<file path="src/rtl/key_pkg.sv">
// Shared types and helpers for the front-panel key writer: FSM states,
// register-select codes and counter width sizing.
package key_pkg;

  typedef enum logic {
    IDLE = 1'b0,
    REQ  = 1'b1
  } state_t;

  localparam logic [1:0] SEL_AX = 2'd0;
  localparam logic [1:0] SEL_BX = 2'd1;
  localparam logic [1:0] SEL_CX = 2'd2;
  localparam logic [1:0] SEL_DX = 2'd3;

  // Bits needed for a counter that runs 0 .. n-1.
  function automatic int cnt_w(input int n);
    return (n <= 2) ? 1 : $clog2(n);
  endfunction

endpackage

</file>
<file path="src/rtl/key_debounce.sv">
// One push key: 2-flop synchroniser on the active-low raw input followed by a
// counter that only accepts a level after DEBOUNCE_CYCLES stable cycles.
module key_debounce
  import key_pkg::*;
#(
  parameter int DEBOUNCE_CYCLES = 500000
) (
  input  logic clk,
  input  logic rst_n,
  input  logic key_n,
  output logic level
);

  localparam int            CW      = cnt_w(DEBOUNCE_CYCLES);
  localparam logic [CW-1:0] CNT_MAX = CW'(DEBOUNCE_CYCLES - 1);

  logic          sync_p0;
  logic          sync_p1;
  logic          synced;
  logic [CW-1:0] cnt;

  assign synced = ~sync_p1;

  always_ff @(posedge clk) begin
    if (!rst_n) begin
      sync_p0 <= 1'b1;
      sync_p1 <= 1'b1;
      cnt     <= '0;
      level   <= 1'b0;
    end else begin
      sync_p0 <= key_n;
      sync_p1 <= sync_p0;
      // debounce stage: any disagreement that does not last restarts the count
      if (synced == level) begin
        cnt <= '0;
      end else if (cnt == CNT_MAX) begin
        level <= synced;
        cnt   <= '0;
      end else begin
        cnt <= cnt + 1'b1;
      end
    end
  end

endmodule

</file>
<file path="src/rtl/key_reg_writer.sv">
// Debounced front-panel keys -> register-file write requests (req/ack port).
// Optional auto-repeat of a held key is built when KEY_AUTOREPEAT_EN is defined.
module key_reg_writer
  import key_pkg::*;
#(
  parameter int DEBOUNCE_CYCLES = 500000,
  parameter int REPEAT_CYCLES   = 25000000
) (
  input  logic       clk,
  input  logic       rst_n,
  input  logic [3:0] key_in,
  input  logic [3:0] sw_in,
  output logic       wr_req,
  output logic [1:0] wr_sel,
  output logic [7:0] wr_data,
  input  logic       wr_ack,
  output logic [3:0] key_state,
  output logic       busy
);

  state_t     state;
  state_t     state_nxt;
  logic [3:0] key_state_p1;
  logic [3:0] pending;
  logic [3:0] press;
  logic [3:0] clr;
  logic [3:0] rpt_set;
  logic       grant;
  logic [1:0] gnt_sel;

  for (genvar i = 0; i < 4; i++) begin : g_key
    key_debounce #(
      .DEBOUNCE_CYCLES(DEBOUNCE_CYCLES)
    ) u_debounce (
      .clk  (clk),
      .rst_n(rst_n),
      .key_n(key_in[i]),
      .level(key_state[i])
    );
  end

  assign press  = key_state & ~key_state_p1;
  assign wr_req = (state == REQ);
  assign busy   = (pending != 4'h0) || wr_req;

  always_comb begin
    state_nxt = state;
    grant     = 1'b0;
    clr       = 4'h0;
    // later assignments win, so key 3 has highest priority
    gnt_sel = SEL_AX;
    if (pending[1]) gnt_sel = SEL_BX;
    if (pending[2]) gnt_sel = SEL_CX;
    if (pending[3]) gnt_sel = SEL_DX;
    case (state)
      IDLE: begin
        if (pending != 4'h0) begin
          grant     = 1'b1;
          state_nxt = REQ;
        end
      end
      REQ: begin
        if (wr_ack) begin
          clr[wr_sel] = 1'b1;
          state_nxt   = IDLE;
        end
      end
      default: state_nxt = IDLE;
    endcase
  end

  always_ff @(posedge clk) begin
    if (!rst_n) begin
      state        <= IDLE;
      wr_sel       <= SEL_AX;
      wr_data      <= 8'h00;
      key_state_p1 <= 4'h0;
      pending      <= 4'h0;
    end else begin
      state        <= state_nxt;
      key_state_p1 <= key_state;
      pending      <= (pending & ~clr) | press | rpt_set;
      if (grant) begin
        wr_sel  <= gnt_sel;
        wr_data <= {4'h0, sw_in};
      end
    end
  end

`ifdef KEY_AUTOREPEAT_EN
  localparam int            RW      = cnt_w(REPEAT_CYCLES);
  localparam logic [RW-1:0] RPT_MAX = RW'(REPEAT_CYCLES - 1);

  logic          rpt_on;
  logic [1:0]    rpt_key;
  logic [RW-1:0] rpt_cnt;
  logic          rpt_kill;

  assign rpt_kill = !key_state[rpt_key] || (grant && (gnt_sel != rpt_key));
  assign rpt_set  = (rpt_on && !rpt_kill && (rpt_cnt == RPT_MAX)) ? (4'b0001 << rpt_key) : 4'h0;

  always_ff @(posedge clk) begin
    if (!rst_n) begin
      rpt_on  <= 1'b0;
      rpt_key <= SEL_AX;
      rpt_cnt <= '0;
    end else if (wr_req && wr_ack) begin
      rpt_on  <= key_state[wr_sel];
      rpt_key <= wr_sel;
      rpt_cnt <= '0;
    end else if (rpt_on) begin
      if (rpt_kill || (rpt_cnt == RPT_MAX)) begin
        rpt_on  <= 1'b0;
        rpt_cnt <= '0;
      end else begin
        rpt_cnt <= rpt_cnt + 1'b1;
      end
    end
  end
`else
  // No timer in this build; the repeat period only appears in this constant.
  assign rpt_set = (REPEAT_CYCLES < 0) ? 4'hF : 4'h0;
`endif

endmodule
</file>
<file path="config.mk">
export PLATFORM = sky130hd
export DESIGN_NAME = key_reg_writer
export DESIGN_NICKNAME = d
export VERILOG_FILES = /design/src/rtl/key_pkg.sv /design/src/rtl/key_debounce.sv /design/src/rtl/key_reg_writer.sv
export SDC_FILE = /design/constraint.sdc
export NUM_CORES = 1
export LEC_CHECK = 0
export ABC_AREA = 0
export ABC_CLOCK_PERIOD_IN_PS = 2200
export CAP_MARGIN = 10
export CORE_UTILIZATION = 35
export DETAILED_ROUTE_END_ITERATION = 10
export SYNTH_ARGS = -nofsm -noshare
export SYNTH_HDL_FRONTEND = slang
export SYNTH_SLANG_ARGS = --single-unit
</file>
<file path="constraint.sdc">
create_clock -name clk -period 2.2 [get_ports clk]
set_input_delay 0.44 -clock clk [delete_from_list [all_inputs] [get_ports clk]]
set_output_delay 0.44 -clock clk [all_outputs]
set_load 0.005 [all_outputs]
</file>
==> impl_results.md, run 1 <==
- Sequential fraction of the synthesis area: 0.4696
- # clock sinks: a little over 100
- Design Area, Final: between 5000 and 6000 µm²
- GRT Total Usage: 0.1330
- Routed WL: between 8 and 9 mm
- Clock H-tree levels: 3
- Fin Clk Skew: roughly 7.9 ps
- Remaining global-route overflow: 0
- Worst Path Arrival: ~1600 ps
- Outcome: completed
- Post-CTS setup buffers: 0
- Post-synth EDFFs: 0
- Tightest Pin Transition: 555.0 ps
- Die height: roughly 110 µm
- Mapped Cells: between 400 and 500
- CP Class: flip-flop to output pin
- Multi-input logic area: 2158 µm²
- Nets: 531
- Worst-Skew Late Latency: approximately 340 ps
- Fin. max-slew vios: 0
- Pwr Density: ~670 nW/µm²
- Hold Crit Class: flip-flop to flip-flop
- Share of post-route cells with drive strength above 1: 0.05962
- I/O Buffers: 22
- Setup_tns: 0 ps
- VDD IR max: between 0.0004 and 0.0005 V
- Crit start category: flip-flop
- Number of global-route vias before repair: between 3k and 4k
- Antenna cells: 0
- Overall Power: ~3400 µW
- Relative slew slack: 0.6286
- DRT Pass-1 Iters: 4
- Cell count after placement: 673
- Post-synth ARST share: 0
- Area growth from synthesis to layout: 14.99%
- Final setup viols: 0
- Vias per std cell: between 4 and 5
- Drt first-iter violations: 191
- RSZ-0062 raised after global routing: false
- DIE AREA: approximately 13000 µm²
- Initial Utilization: 0.3625
- Clk slew on worst S/H paths: ~60 ps
- Distinct cells, synth: 41
- Die Wd: around 110 µm
- Worst hold slack: around 400 ps
- Antenna violations before repair: 0
- Required time of the critical path: approximately 1800 ps
- Drt wl/cell: 11.72 µm
- Max Cap Violations: 0
- Final std cells w/o fill: between 600 and 700
- Synth warn: 0
- TritonCTS buffer count: 9
- FMAX: roughly 480 MHz
- Tcrit/Tclk final: 0.9399
- CTS Root Cell: clkbuf_16
- FF+latch area: about 2100 µm²
- Gp weighted congestion: between 0.7 and 0.8
- # rows: 40
- CTS Buffer Depth: 2
- Wire length of the first global-routing pass: 13.94 mm
- Core ar.: 12110 µm²
- CTS tree: yes
- Mapped Area: between 4000 and 5000 µm²
- Primary FF master, synth: dfxtp_1
- Vias: about 3.4k
- LEAKAGE: approximately 0.0015 µW
- Detailed Place HPWL: roughly 5.7 mm
- Flops & latches, synth: between 100 and 150
- Minimum clock period: around 2100 ps
- CP Capture Type: output pin
- Crit path max fanout: 4
- Placed Area: between 4000 and 5000 µm²
- Num ports: 27
- Slowest cell on crit path: clkdlybuf4s50_1
- Fin. Hold Viols: 0
- CP Cell Sequence: nor4_2 -> nand2b_1 -> clkdlybuf4s50_1
- Residual DRC: 0
- Mapped Avg Cell Area: between 8 and 9 µm²
- Final ANT Viol Nets: 0
- Number of fill cells: between 1k and 1.5k
- Largest stage delay, worst path: around 470 ps
- Pin count of the biggest net entering global routing: 18
==> worst max-delay path, delay by kind of cell (launching register included) <==
kind | cells | cell delay (ps)
simple gates | 2 | 490
buf+inv | 1 | 470
flops | 1 | 340
==> metrics by stage <==
stage            util  setup slack (ps)
5_1_grt        0.4168             58.39
3_5_place_dp   0.3943             191.5
4_1_cts        0.4163             26.56
2_1_floorplan       -             351.6
3_3_place_gp   0.3943             257.7
6_report       0.4168             132.3
==> report_power, final <==
group	internal, µW	switching [µW]	total, µW
clock	791	658	1450
combinational	29.5	30.4	59.9
sequential	1870	4.77	1880
==> synthesized netlist by cell type (all sizes together) (11+ instances only) <==
cell    number  share of area
or4         11          0.019
a21oi       29          0.033
xor2        23          0.046
buf         15          0.022
nand4       19          0.027
nor2        74          0.063
nor4        12          0.017
nand3       27          0.033
o21ai       14          0.016
nand2b      12          0.017
clkbuf      11         0.0094
nand2       25          0.021
inv         13          0.011
xnor2       29          0.058
or3         14          0.020
dfxtp      103           0.47
==> layout by cell type (no fill, tap or decap), drive strengths merged, types with 3 or more instances in the layout <==
cell	count
dfxtp	103
nor2	74
xnor2	29
a21oi	29
nand3	27
nand2	25
xor2	23
clkdlybuf4s50	22
nand4	19
o21ai	14
or3	14
inv	13
nand2b	12
nor4	12
clkbuf	12
or4	11
buf	11
o31ai	9
and4	8
and3	7
nor3	6
and2	6
mux2i	4
ha	4
conb	4
or4b	3
==> sequential cells by signal (all words and copies together), names as in the netlist <==
register / count
key_state_p1: 4
g_key.u_debounce.sync_p1: 4
wr_req: 1
g_key.u_debounce.sync_p0: 4
wr_sel: 2
g_key.u_debounce.cnt: 76
wr_data: 4
g_key.u_debounce.level: 4
pending: 4
==> cell type report <==
cell class	instances	area share
clock inverters	3	0.003965
inverters	13	0.009665
multi-input cells	356	0.4275
flip-flops and latches	103	0.4084
repair buffers	33	0.05998
well taps	168	0.04164
clock buffers	12	0.04882
==> per-layer routing <==
layer  global-route usage  share of wire  up-vias
met2               0.2210           0.45       47
met4              0.07446          0.023        0
met3              0.01966          0.026       10
met1               0.1652           0.50     1583
li1                     -              -     1772
met5                    0              0        -
==> kinds of logic (layout without fill, tap and decap cells) <==
family / count (synthesis) / after routing / synth area share
xor+xnor: 52 / 52 / 0.1037
compound gates: 60 / 60 / 0.08037
simple gates: 231 / 231 / 0.2796
other cells: 1 / 4 / 0.0008541
buf+inv: 39 / 61 / 0.04275
mux: 5 / 5 / 0.01168
flops: 103 / 103 / 0.4697
fa+ha+maj: 4 / 4 / 0.01140
==> worst paths after layout <==
path	startpoint	end	slack [ps]	cells after the start
max reg2reg	g_key[1].u_debounce.cnt[9]$_SDFF_PP0_	g_key[1].u_debounce.cnt[8]$_SDFF_PP0_	230	5
min	g_key[0].u_debounce.sync_p0$_SDFF_PN1_	g_key[0].u_debounce.sync_p1$_SDFF_PN1_	410	1
max	pending[2]$_SDFF_PN0_	busy	130	3
min reg2reg	g_key[0].u_debounce.sync_p0$_SDFF_PN1_	g_key[0].u_debounce.sync_p1$_SDFF_PN1_	410	1
==> repair_timing <==
action                                  in CTS  in global routing
hold buffers                                 0                  0
gates resized for setup                      0                  1
endpoints found under the setup margin       0                  1
Power figures use the tool's default switching activity.
==> inputs of run 2 (changes only) <==
==> constraint.sdc (replaced) <==
create_clock -name clk -period 2.2 [get_ports clk]
set_input_delay 0.55 -clock clk [delete_from_list [all_inputs] [get_ports clk]]
set_output_delay 0.55 -clock clk [all_outputs]
set_load 0.005 [all_outputs]
==> impl_results.md, run 2 (same netlist as run 1, synthesis figures left out) <==
- Nets: 530 (was 531)
- Final ANT Viol Nets: 0 (unchanged)
- Crit path max fanout: 8 (was 4)
- Pwr Density: 732.4 nW/µm² (was 670.8 nW/µm²)
- Required time of the critical path: 2470 ps (was 1760 ps)
- Worst hold slack: 407.0 ps (was 408.5 ps)
- Critical Path Start: g_key[2].u_debounce.cnt[5]$_SDFF_PP0_ (was pending[2]$_SDFF_PN0_)
- Max Cap Violations: 0 (unchanged)
- # rows: 40 (unchanged)
- Worst Setup EP: g_key[2].u_debounce.cnt[17]$_SDFF_PP0_ (was busy)
- Clk slew on worst S/H paths: 70 ps (was 60 ps)
- Drt wl/cell: 11.59 µm (was 11.72 µm)
- Share of post-route cells with drive strength above 1: 0.06346 (was 0.05962)
- Outcome: completed (unchanged)
- Fin Clk Skew: 6.505 ps (was 7.855 ps)
- FMAX: 512.3 MHz (was 483.6 MHz)
- Hold Path Origin: g_key[3].u_debounce.sync_p0$_SDFF_PN1_ (was g_key[0].u_debounce.sync_p0$_SDFF_PN1_)
- Final setup viols: 0 (unchanged)
- DIE AREA: 13000 µm² (unchanged)
- CTS Root Cell: clkbuf_16 (unchanged)
- Overall Power: 3794 µW (was 3386 µW)
- Die height: 114 µm (unchanged)
- Wire length of the first global-routing pass: 13.64 mm (was 13.94 mm)
- CP Class: flip-flop to flip-flop (was flip-flop to output pin)
- Num ports: 27 (unchanged)
- Relative slew slack: 0.6247 (was 0.6286)
- Hold Buf Count CTS: 0 (unchanged)
- WL met1: 3.936 mm (was 4.030 mm)
- TritonCTS buffer count: 9 (unchanged)
- Util after Layout: 0.4277 (was 0.4168)
- Tcrit/Tclk final: 0.8872 (was 0.9399)
- LEAKAGE: 0.001624 µW (was 0.001534 µW)
- Fin. max-slew vios: 0 (unchanged)
- CP Capture Type: flip-flop (was output pin)
- Minimum clock period: 1952 ps (was 2068 ps)
- Core ar.: 12110 µm² (unchanged)
- Most common cell after layout, fill and taps aside: dfxtp_1 (unchanged)
- Residual DRC: 0 (unchanged)
- Worst Path Arrival: 2220 ps (was 1630 ps)
- FF-to-FF path depth: 4 (was 5)
- Area growth from synthesis to layout: 17.98% (was 14.99%)
- Tightest Pin Transition: 560.9 ps (was 555.0 ps)
- CTS tree: yes (unchanged)
- Die Wd: 114 µm (unchanged)
- Drt first-iter violations: 183 (was 191)
- Hold Crit Class: flip-flop to flip-flop (unchanged)
- DR WL met3: 255 µm (was 206 µm)
- Top reg by flops: g_key.u_debounce.cnt (unchanged)
- RSZ-0062 raised after global routing: false (unchanged)
- GRT Total Usage: 0.1306 (was 0.1330)
- Detailed Place HPWL: 5.475 mm (was 5.684 mm)
- Initial Utilization: 0.3625 (unchanged)
- Reg-to-Reg End: g_key[2].u_debounce.cnt[17]$_SDFF_PP0_ (was g_key[1].u_debounce.cnt[8]$_SDFF_PP0_)
- Setup_tns: 0 ps (unchanged)
- VDD IR max: 0.0003924 V (was 0.0004065 V)
- Worst-Skew Late Latency: 340 ps (about the same)
- Antenna violations before repair: 0 (unchanged)
- Routed WL: 7.976 mm (was 8.063 mm)
- DRT Pass-1 Iters: 4 (unchanged)
- Clock H-tree levels: 3 (unchanged)
- CTS Buffer Depth: 2 (unchanged)
- Vias per std cell: 4.904 (was 4.959)
- WL met2: 3.554 mm (was 3.640 mm)
- Max reg flops: 76 (unchanged)
- Top routing layer in use: met4 (unchanged)
- Reg2reg setup slack: 250 ps (was 230 ps)
- RR Startpoint: g_key[2].u_debounce.cnt[5]$_SDFF_PP0_ (was g_key[1].u_debounce.cnt[9]$_SDFF_PP0_)
- Antenna cells: 0 (unchanged)
- Most frequent cells in the layout: dfxtp_1 (103), nor2_1 (74), xnor2_1 (29), a21oi_1 (29) (unchanged)
- Vias: 3374 (was 3412)
- I/O Buffers: 22 (unchanged)
- Fin. Hold Viols: 0 (unchanged)
- Number of global-route vias before repair: 3116 (was 3153)
- # clock sinks: 103 (unchanged)
- Gp weighted congestion: 0.7824 (was 0.7583)
- Crit start category: flip-flop (unchanged)
- Remaining global-route overflow: 0 (unchanged)
- Pin count of the biggest net entering global routing: 20 (was 18)
## run 2: cell count changes in the layout (fill, tap and decap cells not counted)
| cell | previous run | this run |
|---|---|---|
| clkbuf_8 | 1 | 2 |
| clkbuf_1 | 2 | 0 |
| buf_12 | 0 | 3 |
| dlymetal6s2s_1 | 0 | 1 |
| buf_4 | 11 | 7 |
| nor4_4 | 0 | 1 |
| clkinv_4 | 0 | 1 |
| clkinvlp_4 | 2 | 0 |
| bufinv_16 | 0 | 3 |
| nor4_2 | 1 | 0 |
| clkdlybuf4s50_1 | 22 | 21 |
## run 2: worst min-delay path by stage
stage	to	slack, ps	cells past startpoint
6_report	g_key[3].u_debounce.sync_p1$_SDFF_PN1_	410	1
5_1_grt	g_key[1].u_debounce.sync_p1$_SDFF_PN1_	430	1
4_1_cts	g_key[3].u_debounce.sync_p1$_SDFF_PN1_	410	1
3_5_place_dp	g_key[3].u_debounce.sync_p1$_SDFF_PN1_	390	1
3_3_place_gp	g_key[3].u_debounce.sync_p1$_SDFF_PN1_	390	1
2_1_floorplan	g_key[0].u_debounce.sync_p1$_SDFF_PN1_	390	1
## run 2: metal layers
layer  vias to the layer above  track usage
met3                        14      0.01807
met4                         0      0.08658
met2                        57       0.2105
li1                       1776            -
met1                      1527       0.1631
met5                         -            0
## run 2: timing repair
action | CTS | global route
setup endpoints to repair | 1 | 1
gates cloned | 0 | 0
buffers inserted | 0 | 1
pin swaps | 0 | 1
resized for setup | 1 | 2
## run 2: stage by stage
step	setup WS (ps)	std cells	instance area [µm²]
final	248.1	688	5180
after detailed placement	136.4	671	4798
after global routing	131.8	688	5180
after CTS	14.43	687	5161
after global placement	222.5	671	4798
after floorplan	351.6	498	4402
## run 2: layout make-up
type	count	area [µm²]
clock buffer	11	252.7
multi-input combinational	356	2167
inverter	13	48.80
fill	1188	6932
sequential	103	2062
timing repair buffer	32	335.3
clock inverter	5	103.9
tap	168	210.2
## run 2: power by group
part	internal (µW)	switching, µW	leakage, µW
Clock	1170	679	0.000176
Combinational	33.1	30.9	0.000616
Sequential	1870	4.47	0.000831
## run 2: worst max-delay path, stage by stage (launching register included)
cell	delay (ps)
dfxtp_1	430
nand3_2	140
or4_1	650
or4_1	510
a21oi_1	150
==> inputs of run 3 (changes only) <==
Settings changed: ABC_AREA 0 to not set.
==> results of run 3 <==
Final layout, timing and power as in run 2 (identical DEF).
